### src/rtl/comp2.sv
// Magnitude comparator: per-bit compare cells feed an MSB-first priority chain,
// producing mutually exclusive gt/eq/lt flags, optionally registered.

module comp2_cell #(
  parameter bit SIGN_BIT = 1'b0
) (
  input  logic a,
  input  logic b,
  output logic gt,
  output logic eq
);
  // In a two's-complement MSB a set bit means negative, so the sense flips.
  assign gt = SIGN_BIT ? (~a & b) : (a & ~b);
  assign eq = ~(a ^ b);
endmodule

module comp2 #(
  parameter int WIDTH      = 3,
  parameter bit SIGNED     = 1'b0,
  parameter bit REGISTERED = 1'b1
) (
  input  logic             clk,
  input  logic             rst,
  input  logic [WIDTH-1:0] a,
  input  logic [WIDTH-1:0] b,
  output logic             x,
  output logic             y,
  output logic             z
);
  logic [WIDTH-1:0] bit_gt, bit_eq;
  logic [WIDTH:0]   gt_c, eq_c;
  logic             gt, eq, lt;

  for (genvar i = 0; i < WIDTH; i++) begin : g_cell
    comp2_cell #(.SIGN_BIT(SIGNED && (i == WIDTH-1))) u_cell (
      .a  (a[i]),
      .b  (b[i]),
      .gt (bit_gt[i]),
      .eq (bit_eq[i])
    );
  end

  // gt_c[i]/eq_c[i] summarise bits WIDTH-1 down to i; the first differing bit decides.
  assign gt_c[WIDTH] = 1'b0;
  assign eq_c[WIDTH] = 1'b1;
  for (genvar i = WIDTH-1; i >= 0; i--) begin : g_chain
    assign gt_c[i] = gt_c[i+1] | (eq_c[i+1] & bit_gt[i]);
    assign eq_c[i] = eq_c[i+1] & bit_eq[i];
  end

  assign gt = gt_c[0];
  assign eq = eq_c[0];
  assign lt = ~gt_c[0] & ~eq_c[0];

  if (REGISTERED) begin : g_reg
    always_ff @(posedge clk) begin
      if (rst) begin
        x <= 1'b0;
        y <= 1'b0;
        z <= 1'b0;
      end else begin
        x <= gt;
        y <= eq;
        z <= lt;
      end
    end
  end else begin : g_comb
    logic unused_clk_rst;
    assign unused_clk_rst = clk ^ rst;
    assign x = gt;
    assign y = eq;
    assign z = lt;
  end
endmodule

### config.mk
export PLATFORM = sky130hd
export DESIGN_NAME = comp2
export DESIGN_NICKNAME = d
export VERILOG_FILES = /design/src/rtl/comp2.sv
export SDC_FILE = /design/constraint.sdc
export NUM_CORES = 1
export LEC_CHECK = 0
export BUFFER_PORTS_ARGS = -buffer_cell sky130_fd_sc_hd__buf_2
export CAP_MARGIN = 0
export CORE_AREA = 5 5 42 44
export CTS_CLUSTER_SIZE = 24
export DETAILED_ROUTE_END_ITERATION = 10
export DIE_AREA = 0 0 47 49
export RECOVER_POWER = 25
export SYNTH_ARGS = -nofsm -noshare
export SYNTH_HDL_FRONTEND = slang
export SYNTH_SLANG_ARGS = --single-unit
### constraint.sdc
create_clock -name clk -period 2 [get_ports clk]
set_input_delay 0.4 -clock clk [delete_from_list [all_inputs] [get_ports clk]]
set_output_delay 0.4 -clock clk [all_outputs]
set_load 0.05 [all_outputs]
==> summary.txt <==
Worst setup path
  • CP arrival: between 700 and 800 ps
  • Slowest-stage cell, CP: dfxtp_1
  • Setup crit start kind: flop
  • Worst Setup End Kind: output pin
  • Worst path cell trace: buf_2
  • Critical path fanouts, max: 1
  • Crit path buf inv count: 1
  • Setup CP Type: reg2out
  • Slowest stage delay, CP: 300 ps
  • CP top delay family: flip-flops
  • Req. time, crit path: roughly 1600 ps

Detailed routing
  • Max Used Layer: met3
  • Routed vias: ~160
  • DRC: 0
  • Met3 wire len: around 38 um
  • DR vias/cell: 3.511
  • Drt total wl: roughly 390 um
  • DR iter-0 viols: 2
  • Wl on met1: approximately 160 um
  • Routed wire per std cell: roughly 8.6 um
  • DR WL met2: roughly 190 um
  • Antenna-violating nets left: 0
  • First-pass detailed-route iteration total: 2

Timing
  • Crit share post-route: 0.5899
  • Post-layout minimum cycle time: about 1200 ps
  • Hold_ws: roughly 370 ps
  • Final setup fails: 0
  • Pins Over Slew Limit: 0
  • Relative slew slack: 0.8335
  • RSZ-0062 raised after global routing: no
  • Worst slew pin tran: between 200 and 250 ps
  • Setup TNS Final: 0 ps
  • Fmax achieved: around 850 MHz
  • Setup WS post-layout: 820.2 ps
  • Final count of hold timing violations: 0

Synthesis
  • Syn Nets: 26
  • Yosys top cell area share: 0.3721
  • Asr flop ratio synth: 0
  • Dominant cells by area after synthesis: dfxtp_1 37%, ha_1 23%, a2111oi_2 9.3%, and4b_2 7.0%, inv_1 7.0%
  • Mapped cell area: ~160 um2
  • Sequential share of the synthesized area: 0.3721
  • #FFs+latches synth: 3
  • Synth area leader: dfxtp_1
  • Top_reg_cell synth: dfxtp_1
  • Mapped Avg Cell Area: 10.76 um2
  • Yosys warning count: 0
  • Post-synthesis cell type count: 9
  • Number of synthesized flops with an enable pin: 0
  • Most instantiated cells after synthesis: 3 x dfxtp_1, 3 x ha_1, 3 x inv_1
  • Gate Count Post-Synth: 15

Power
  • Worst vdd ir: ~0.12 mV
  • Pleak: between 0.0001 and 0.00015 uW
  • Switching share of power: 0.2820
  • Switching power: roughly 62 uW
  • Seq pwr share: 0.298
  • Comb power frac: 0.222
  • Clock share of power: 0.480
  • Pwr dens: roughly 850 nW/um2
  • Internal power: roughly 160 uW

Cells and area
  • Post-layout nets: 41
  • Area added between synthesis and finish: 59.69%
  • Layout cells sized above 1: 0.5172
  • N_diodes: 0

Place
  • Pre-CTS setup slack: roughly 670 ps
  • PortBufs: 10
  • GP Congestion: 0.6350

Global routing
  • Number of global-route vias before repair: between 150 and 200
  • Largest net degree at the start of global routing: 5
  • First-pass GRT wire length: roughly 570 um
  • GRT Util Overall: 0.03873
  • Grt ovf: 0
  • Antenna violations before repair: 0

Clock tree
  • Depth of the CTS H-tree: 1
  • CTS root buffer: clkbuf_4
  • Clock Sinks: 3
  • Hold_buf cts: 0
  • Setup Fix Bufs, Post-CTS: 0
  • CTS Buf Count: 3
  • Worst-case clock buffer depth: 2
  • CTS tree: yes
  • Post-CTS Resized: 0
  • Reg clk slew, reported paths: approximately 40 ps

Run status
  • Status: completed

Floorplanning
  • Die width: between 40 and 50 um
  • Row count: 14
  • Initial Util: 0.1152
  • Die footprint: approximately 2300 um2
  • IO Pins: 11
  • Die height: a little under 50 um
  • Core Footprint: roughly 1400 um2

Min path
  • Hold_sp: rst
  • Hold Path Class: in2reg
  • Hold Path End: z
  • Hold-critical path depth: 2

Job
  • Maxcap violations: 0
[sequential cells by signal, summed over array words and instances, names as in the netlist]
register / count
x: 1
y: 1
z: 1
[cell type report]
class / instances / area [um2]
clock buffers: 4 / 26.28
fillers: 167 / 1144
inverters: 3 / 11.26
multi-input cells: 9 / 90.09
flip-flops and latches: 3 / 60.06
well taps: 16 / 20.02
repair buffers: 10 / 50.05
[cells by family (layout without fill, tap and decap cells)]
| family | after synthesis | after routing | synth area share |
|---|---|---|---|
| DFF | 3 | 3 | 0.3721 |
| and+or+nand+nor | 3 | 3 | 0.1240 |
| AOI/OAI and AO/OA | 3 | 3 | 0.2015 |
| buffers and inverters | 3 | 17 | 0.06976 |
| adders and majority gates | 3 | 3 | 0.2326 |
[cell usage in the layout (no fill, tap or decap), drive strengths merged]
cell type  count
and4b          1
inv            3
dfxtp          3
nor2           1
buf           10
ha             3
o211a          1
a2111oi        1
nor3           1
clkbuf         4
a211oi         1
[metrics by stage]
step           area, um2    util  cells  total power (uW)
2_1_floorplan      161.4       -     15             100.5
3_3_place_gp       231.5  0.1652     41             114.5
3_5_place_dp       231.5  0.1652     41             115.7
4_1_cts            257.7  0.1839     45             227.7
5_1_grt            257.7  0.1839     45             236.0
6_report           257.7  0.1839     45             219.7
[layer usage]
metal  GRT usage  up-vias
li1            -       82
met1     0.03736       69
met2     0.04525        7
met3     0.02214        0
met4     0.05530        0
met5           0        -
[how the worst max path moves through the flow]
stage,depth (start not counted),endpoint,slack (ps),from
after floorplan,4,z,810,b[0]
after global placement,4,z,680,a[0]
after detailed placement,4,z,670,a[0]
after CTS,1,x,800,x
after global routing,1,x,790,x
final,1,x,820,x
[power groups by stage]
stage	clock, uW	combinational [uW]	sequential, uW
finish	106	48.7	65.5
detailed placement	0	49.2	66.5
global placement	0	48.1	66.4
global route	117	53.0	65.8
CTS	113	49.5	65.5
floorplan	0	18.3	82.2
No activity file was read; power rests on OpenSTA's default activity.
